**src/rtl/irq_controller.sv**
```systemverilog
// Interrupt controller: edge-detects peripheral requests into PEND, masks them and
// presents one registered IRQ to the CPU, tracking the in-service source until return.
module irq_controller #(
    parameter int          NSRC      = 4,
    parameter logic [31:0] BASE_ADDR = 32'h40000030
) (
    input  logic            clk,
    input  logic            reset,
    input  logic [NSRC-1:0] src,
    input  logic            rd,
    input  logic            wr,
    input  logic [31:0]     addr,
    input  logic [31:0]     wdata,
    output logic [31:0]     rdata,
    input  logic            kernel,
    input  logic            irq_ack,
    input  logic            irq_ret,
    output logic            irq,
    output logic [2:0]      irq_id
);

    typedef enum logic [1:0] {IDLE, REQ, SERVICE} state_t;

    state_t          state, state_n;
    logic [NSRC-1:0] pend, mask, src_q;
    logic            ge;
    logic [NSRC-1:0] events, req_vec, bus_clr, ack_clr, pend_n;
    logic [2:0]      sel;
    logic            hit, take_ack, in_service;
    logic [1:0]      off;
    logic            unused_bits;

    assign unused_bits = ^{addr[1:0], wdata[31:NSRC]};

    // The window is 16-byte aligned, so the upper 28 address bits select it.
    assign hit     = (addr[31:4] == BASE_ADDR[31:4]);
    assign off     = addr[3:2];
    assign events  = src & ~src_q;
    assign req_vec = pend & mask;

    always_comb begin
        sel = 3'd0;
        for (int i = NSRC - 1; i >= 0; i--) begin
            if (req_vec[i]) sel = 3'(i);
        end
    end

    // Clears are applied first so a same-cycle event always wins.
    assign bus_clr = (wr && hit && off == 2'd0) ? wdata[NSRC-1:0] : '0;
    assign ack_clr = take_ack ? ({{(NSRC-1){1'b0}}, 1'b1} << sel) : '0;
    assign pend_n  = (pend & ~(bus_clr | ack_clr)) | events;

    always_ff @(posedge clk or negedge reset) begin
        if (!reset) begin
            state  <= IDLE;
            pend   <= '0;
            mask   <= '0;
            ge     <= 1'b0;
            src_q  <= '0;
            irq    <= 1'b0;
            irq_id <= 3'd0;
        end else begin
            state <= state_n;
            src_q <= src;
            pend  <= pend_n;
            irq   <= (state_n == REQ);
            if (wr && hit && off == 2'd1) mask <= wdata[NSRC-1:0];
            if (wr && hit && off == 2'd3) ge <= wdata[0];
            if (take_ack) irq_id <= sel;
        end
    end

    always_comb begin
        state_n = state;
        case (state)
            IDLE:    if (ge && |req_vec && !kernel) state_n = REQ;
            REQ: begin
                if (irq_ack) state_n = SERVICE;
                else if (!ge || req_vec == '0 || kernel) state_n = IDLE;
            end
            SERVICE: if (irq_ret) state_n = IDLE;
            default: state_n = IDLE;
        endcase
    end

    always_comb begin
        take_ack   = (state == REQ) && irq_ack;
        in_service = (state == SERVICE);
    end

    always_comb begin
        rdata = 32'd0;
        if (rd && hit) begin
            case (off)
                2'd0: rdata = {{(32-NSRC){1'b0}}, pend};
                2'd1: rdata = {{(32-NSRC){1'b0}}, mask};
                2'd2: rdata = {28'd0, in_service, irq_id};
                2'd3: rdata = {31'd0, ge};
                default: rdata = 32'd0;
            endcase
        end
    end

endmodule

```
**config.mk**
```make
export PLATFORM = sky130hd
export DESIGN_NAME = irq_controller
export DESIGN_NICKNAME = d
export VERILOG_FILES = /design/src/rtl/irq_controller.sv
export SDC_FILE = /design/constraint.sdc
export NUM_CORES = 1
export LEC_CHECK = 0
export BUFFER_PORTS_ARGS = -buffer_cell sky130_fd_sc_hd__buf_2
export CELL_PAD_IN_SITES_DETAIL_PLACEMENT = 1
export CELL_PAD_IN_SITES_GLOBAL_PLACEMENT = 2
export CORE_MARGIN = 2
export CORE_UTILIZATION = 17
export DETAILED_ROUTE_END_ITERATION = 10
export HOLD_SLACK_MARGIN = 0.1
export PLACE_DENSITY_LB_ADDON = 0.3
export SLEW_MARGIN = 20
export SYNTH_ARGS = -nofsm -noshare
export SYNTH_HDL_FRONTEND = slang
export SYNTH_SLANG_ARGS = --single-unit
```
**constraint.sdc**
```tcl
create_clock -name clk -period 1.35 [get_ports clk]
set_clock_uncertainty 0.2 [all_clocks]
set_input_delay 0.0675 -clock clk [delete_from_list [all_inputs] [get_ports clk]]
set_output_delay 0.0675 -clock clk [all_outputs]
set_load 0.01 [all_outputs]
```
Yosys cells after proc, flatten, opt, wreduce, memory -nomap -nowiden
Cells that the tools add are included.
- bits in writable memories: 0
- output and inout bits: 36
- memories: 0
- latch bits: 0
- flip-flop bits (word level): 19
- bits of input ports: 75
- memory bits (read-only): 0
- div/mod/pow operators: 0
- mux-type cells: 13
- magnitude comparators: 0
- bitwise gates (word level): 7
- shift operators: 1
- eq/ne operators: 7
- reduce and logical (&&, ||, !) cells: 16
- add/sub/neg operators: 0
- multiply operators: 0
- operators by type and width (kind ; number):
    one-hot mux 32 bit (4 select lines) ; 1
    two-way mux 32 bit ; 1
    equality test 28 x 27 -> 1 bit, second input constant ; 1
    AND 4 bit ; 3
    two-way mux 2 bit ; 6
    logical AND 1 bit ; 8
    two-way mux 4 bit ; 2
    inverter 4 bit ; 2
    OR 4 bit ; 2
    equality test 2 x 1 -> 1 bit, second input constant ; 3
    equality test 2 bit, second input constant ; 3
    two-way mux 3 bit ; 2
    one-hot mux 2 bit (3 select lines) ; 1
    zero test 2 bit ; 2
    zero test 4 bit ; 1
    OR reduction 4 bit ; 1
    left shift 1 x 3 -> 4 bit, first input constant ; 1
    zero test 1 bit ; 2
    logical OR 1 bit ; 2

Depth between registers and ports, before layout
Gate-level depths: netlist of run 1.
- depth after elaboration: 11
- mapped depth: 5

Worst setup path after synthesis of run 1
No wires, ideal clock.
- path type: input-to-reg
- start: input port addr[27]
- end: register mask[0]
- path slack: -0.455 ns
- data required time: 1.025 ns
- setup time: 0.125 ns
- arrival time: 1.480 ns
- cell stages on the path: 4
- path buffers: 0
- path through: or4_4 -> nand3b_4 -> nor4_4 -> mux2_2
- cells in the longest elaborated chain, start to end: 3
- RTL lines (what ; line ; RTL):
    start, declared ; 12 ; input logic [31:0] addr,
    equality test 28 x 27 -> 1 bit ; 36 ; assign hit = (addr[31:4] == BASE_ADDR[31:4]);
    logical AND 1 bit (2 in a row) ; 67 ; if (wr && hit && off == 2'd1) mask <= wdata[NSRC-1:0];
    end signal, assigned ; 67 ;
    end, declared ; 25 ; logic [NSRC-1:0] pend, mask, src_q;
No other way between the ends.
A chain may end at the register's enable or synchronous reset.

Worst setup path after layout of run 1
- start: input port addr[28]
- end: output port rdata[2]
- cells in the longest elaborated chain, start to end: 3
- RTL lines (what ; line ; RTL):
    equality test 28 x 27 -> 1 bit ; 36 ;
    logical AND 1 bit ; 93 ; if (rd && hit) begin
    two-way mux 32 bit ; 93 ;
    end, declared ; 14 ; output logic [31:0] rdata,
No other way between the ends.

==> results of run 1 <==
[logic make-up (layout without fill, tap and decap cells)]
family                 Yosys count  count (layout)  synth area share
and+or+nand+nor                 43              43             0.236
buffers and inverters           32             107             0.191
AOI/OAI and AO/OA               21              21             0.104
DFF                             18              18             0.375
muxes                            9               9            0.0906
other                            1              29           0.00312
[layer usage]
| layer | track usage | vias up | part of all wire |
|---|---|---|---|
| met4 | 0.0496 | 0 | 0.020 |
| met1 | 0.112 | 591 | 0.39 |
| met3 | 0.0132 | 5 | 0.081 |
| met2 | 0.192 | 65 | 0.51 |
| met5 | 0 | - | 0 |
| li1 | - | 597 | - |
[where the power goes]
| group | switching (mW) | total, mW | internal, mW |
|---|---|---|---|
| Clock | 0.203 | 0.463 | 0.260 |
| Sequential | 0.00160 | 0.546 | 0.545 |
| Combinational | 0.112 | 0.218 | 0.105 |
[what timing repair did]
action                     CTS  global route
setup buffers               11             5
hold buffers                12             0
pin swaps                   10             9
resized for setup           25            12
hold endpoints to repair    35             0
setup endpoints to repair   15            17
[worst max-delay path by stage]
stage                     slack [ns]     start  cells past startpoint  endpoint
after floorplan                -0.45  addr[27]                      4   mask[0]
after global routing           -0.44  addr[28]                      7  rdata[2]
after global placement         -0.64  addr[27]                      5   mask[3]
final                          -0.35  addr[28]                      7  rdata[2]
after CTS                      -0.36  addr[28]                      7  rdata[2]
after detailed placement       -0.65  addr[27]                      5   mask[0]
[state kept, by name, summed over array words and instances, names as in the netlist]
signal / cells
irq: 1
irq_id: 2
src_q: 4
pend: 4
ge: 1
state: 2
mask: 4
[cells in the mapped netlist, types with 2 or more instances]
cell,n
nor2_1,2
and3_1,3
nand2_1,9
nor4_1,5
mux2_2,5
nand4_1,2
a21oi_1,10
nand3_1,3
o22ai_1,3
nor4bb_1,2
a22oi_1,2
o21ai_0,3
dfrtp_1,18
clkbuf_1,2
nor2b_1,8
mux2i_1,3
nand2b_1,2
buf_4,29
[layout make-up]
type | instances | area (µm²)
inverters | 1 | 3.75
fillers | 829 | 4740
well taps | 96 | 120
multi-input cells | 102 | 753
repair buffers | 102 | 711
clock buffers | 4 | 55.1
flip-flops and latches | 18 | 452
[through the flow]
step | worst slack (ns) | util
floorplan | -0.447 | -
global placement | -0.645 | 0.246
detailed placement | -0.649 | 0.246
CTS | -0.364 | 0.299
global route | -0.438 | 0.307
finish | -0.349 | 0.307
==> results.json, run 1 <==
{
  "outcome": "finished, violations left",
  "violations": "setup timing",
  "synth_area_um2": 1200,
  "initial_utilization": 0.176,
  "p_total_mw": 1.23,
  "final_area_um2": 2090,
  "arrival_ns": 1.43,
  "maxCapViolCount": 0,
  "finalMaxSlewViolations": 0,
  "rsz0062_at_grt": "yes",
  "dp.cells": 294,
  "p_leak_nw": 1.02,
  "drt_iter0_drc": 40,
  "cts.sinks": 18,
  "cts_tree": "yes",
  "antenna_found_initial": 0,
  "setup_viol": 16,
  "synth_seq_cells": 18,
  "min_path_type": "in2async",
  "grt_usage": 0.102,
  "dieArea_um2": 7750,
  "avgSynthCellArea_um2": 9.69,
  "finalNetCount": 303,
  "synth.area.top_cells": "dfrtp_1 (38%), buf_4 (18%), mux2_2 (4.7%)",
  "drtPass1Iterations": 6,
  "worst-path-max-fanout": 4,
  "yosysTopAreaCell": "dfrtp_1",
  "fin_crit_ns": 1.70,
  "critPathKind": "in2out",
  "cts_inserted_buffers": 3,
  "first_global_vias": 1366,
  "post_dp_cell_area_um2": 1680,
  "worst-path-buf-inv": 3,
  "grt_pass1_wl_um": 6020,
  "rr_endpoint": "pend[3]",
  "tns_ns": -3.39,
  "crit_chain": "buf_6, or4_4, nand3b_4, buf_6, nor2_4, nor4bb_4, buf_2",
  "dp_hpwl_um": 2980,
  "required_ns": 1.08,
  "fin_cells": 323,
  "route.detailed.drc": 0,
  "cp-start-kind": "input pin",
  "io_pins": 111,
  "areaGrowthSynthToFinish_pct": 74.4,
  "clock.fmax_mhz": 589,
  "worstRegToRegCells": 6,
  "fp-row-count": 30,
  "cellPowerDensity_nw_per_um2": 586,
  "cts-root-buf": "clkbuf_8",
  "overflow": 0,
  "timing.rr.start": "pend[1]",
  "die_width_um": 88.1,
  "whs_ns": 0.0796,
  "worstSetupEndpointType": "output port",
  "num_vias": 1258,
  "synth_seq_area_share": 0.375,
  "die_y_um": 88.1,
  "async_flop_share": 1.00,
  "clock_latency_ns": 0.26,
  "r2r_slack_ns": -0.19,
  "wl_um": 4020,
  "vias_per_cell": 3.89,
  "final_cell_mix": "buf_2 (49), buf_4 (31), conb_1 (29)",
  "worst_slack_ns": -0.349,
  "slowest_stage": "or4_4",
  "cpMostUsedCell": "buf_6",
  "portBuffers": 51,
  "htree_levels": 1,
  "wl_per_cell_um": 12.5,
  "final.period_utilization": 1.26,
  "path_clk_slew_ns": 0.07,
  "path_delay_family": "simple AND/OR/NAND/NOR gates",
  "hold_viol_final": 0,
  "num_antenna_cells": 0,
  "cts_buffer_depth": 2,
  "synth_top_cell_area_share": 0.375,
  "grt_max_degree": 19,
  "cpPeakStageDelay_ns": 0.53,
  "place_congestion": 0.725,
  "syn_inst": 124,
  "antenna_left": 0,
  "drive_gt1_frac": 0.533,
  "yosys_warnings": 0,
  "synthFlopType": "dfrtp_1",
  "synth_edf_count": 0,
  "synth_cell_types": 31,
  "final_common_cell": "buf_2",
  "core_um2": 6830,
  "vdd_drop_max_mv": 0.239
}
Power figures use the tool's default switching activity.
==> run 2: changes to the inputs <==
--- a/config.mk
+++ b/config.mk
@@ -5,12 +5,12 @@
 export SDC_FILE = /design/constraint.sdc
 export NUM_CORES = 1
 export LEC_CHECK = 0
-export BUFFER_PORTS_ARGS = -buffer_cell sky130_fd_sc_hd__buf_2
 export CELL_PAD_IN_SITES_DETAIL_PLACEMENT = 1
 export CELL_PAD_IN_SITES_GLOBAL_PLACEMENT = 2
 export CORE_MARGIN = 2
-export CORE_UTILIZATION = 17
+export CORE_UTILIZATION = 28
 export DETAILED_ROUTE_END_ITERATION = 10
+export DONT_BUFFER_PORTS = 1
 export HOLD_SLACK_MARGIN = 0.1
 export PLACE_DENSITY_LB_ADDON = 0.3
 export SLEW_MARGIN = 20
==> run 2 against run 1 <==
Compared with the run above: count of clock-buffer cells in the layout is 1 lower; flip-flop and latch count stayed put; final area is 17% lower; critical endpoint is now rdata[0]; the run still ends with setup timing left; die area is 38% lower.
==> results.json, run 2 (same netlist as run 1, synthesis figures left out) <==
{
  "outcome": "finished, violations left",
  "violations": "setup timing",
  "slew-limit-headroom": 0.416,
  "wl_um": 3560,
  "antenna_left": 0,
  "initial_utilization": 0.296,
  "grt_max_degree": 19,
  "first_global_vias": 1072,
  "cts_tree": "yes",
  "grt_pass1_wl_um": 5310,
  "min_path_type": "in2reg",
  "wl_per_cell_um": 16.3,
  "route.detailed.drc": 0,
  "critPathKind": "reg2out",
  "finalNetCount": 246,
  "areaGrowthSynthToFinish_pct": 45.5,
  "top_regs": "mask x4, pend x4, src_q x4",
  "drtPass1Iterations": 4,
  "antenna_found_initial": 0,
  "htree_levels": 1,
  "core_um2": 4060,
  "worstSetupEndpointType": "output port",
  "fp-row-count": 23,
  "whs_ns": 0.0796,
  "num_vias": 1059,
  "final_cell_mix": "conb_1 (29), buf_4 (21), dfrtp_1 (18)",
  "p_leak_nw": 0.760,
  "clock_latency_ns": 0.25,
  "finalMaxSlewViolations": 0,
  "portBuffers": 0,
  "io_pins": 111,
  "final_common_cell": "conb_1",
  "final.period_utilization": 1.17,
  "vdd_drop_max_mv": 0.308,
  "vias_per_cell": 4.84,
  "dieArea_um2": 4830,
  "final_area_um2": 1750,
  "clock.fmax_mhz": 633,
  "hold_viol_final": 0,
  "die_y_um": 69.5,
  "place_congestion": 0.722,
  "required_ns": 1.08,
  "slowest_stage": "mux4_2",
  "drt_iter0_drc": 50,
  "cts-root-buf": "clkbuf_8",
  "arrival_ns": 1.31,
  "grt_usage": 0.139,
  "cellPowerDensity_nw_per_um2": 613,
  "post_dp_cell_area_um2": 1310,
  "num_antenna_cells": 0,
  "overflow": 0,
  "fin_cells": 219,
  "fin_crit_ns": 1.58,
  "worst_slack_ns": -0.231,
  "cts.sinks": 18,
  "dp.cells": 189,
  "die_width_um": 69.5,
  "dp_hpwl_um": 2470,
  "cp-start-kind": "register",
  "cts_buffer_depth": 2,
  "worst_pin_slew_ns": 0.873,
  "drive_gt1_frac": 0.373,
  "post-place-ws_ns": -0.547,
  "rsz0062_at_grt": "yes",
  "crit_chain": "mux4_2, and3_4",
  "setup_viol": 16,
  "worst-path-max-fanout": 2,
  "cpPeakStageDelay_ns": 0.47,
  "maxCapViolCount": 0,
  "path_clk_slew_ns": 0.07,
  "cts_inserted_buffers": 3
}
## run 2: cell count changes in the layout (fill, tap and decap cells not counted), sizes merged
cell | previous run | this run
buf | 90 | 28
dlygate4sd3 | 12 | 17
clkbuf | 4 | 3
## run 2: where the power goes
part / internal (mW) / leakage [nW] / total [mW] / switching [mW]
sequential: 0.545 / 0.216 / 0.547 / 0.00162
clock: 0.198 / 0.0216 / 0.383 / 0.184
combinational: 0.0600 / 0.523 / 0.142 / 0.0824
total: 0.803 / 0.760 / 1.07 / 0.268
## run 2: timing repair
action / in CTS / in global routing
buffers inserted: 8 / 3
hold buffers: 16 / 1
hold endpoints to repair: 37 / 8
gates resized for setup: 27 / 12
pin swaps: 16 / 7
endpoints found under the setup margin: 16 / 16
## run 2: final timing paths
check	end	slack, ns	depth (start not counted)	from
worst max-delay path	rdata[0]	-0.23	2	pend[0]
worst min-delay path	mask[0]	0.08	4	addr[2]
worst max register to register	pend[0]	-0.20	5	pend[1]
worst min register to register	pend[1]	0.36	3	src_q[1]
max in group asynchronous	ge	0.24	1	reset
min in group asynchronous	src_q[2]	0.17	1	reset
## run 2: layout make-up
type,instances,area [µm²]
Fill cell,471,2310
Tap cell,50,62.6
Clock buffer,3,41.3
Sequential cell,18,450
Multi-Input combinational cell,102,783
Inverter,1,3.75
Timing Repair Buffer,45,407
## run 2: layer usage
layer  vias up  routed length, µm  global-route usage
met3         7                249              0.0276
met1       517               1380               0.167
met5         -                  0                   0
met4         0                 53              0.0741
met2        55               1880               0.231
li1        480                  -                   -
## run 2: per-stage QoR
| stage | setup TNS [ns] | util | power (mW) |
|---|---|---|---|
| floorplan | -3.03 | - | 0.694 |
| global placement | -4.84 | 0.322 | 0.634 |
| detailed placement | -5.40 | 0.322 | 0.636 |
| CTS | -2.34 | 0.413 | 1.07 |
| global route | -3.52 | 0.431 | 1.12 |
| finish | -2.84 | 0.431 | 1.07 |
## run 2: worst max-delay path: cells and delay by family (launching register included)
kind	cells	cell delay (ns)
and+or+nand+nor	1	0.18
muxes	1	0.47
DFF	1	0.41
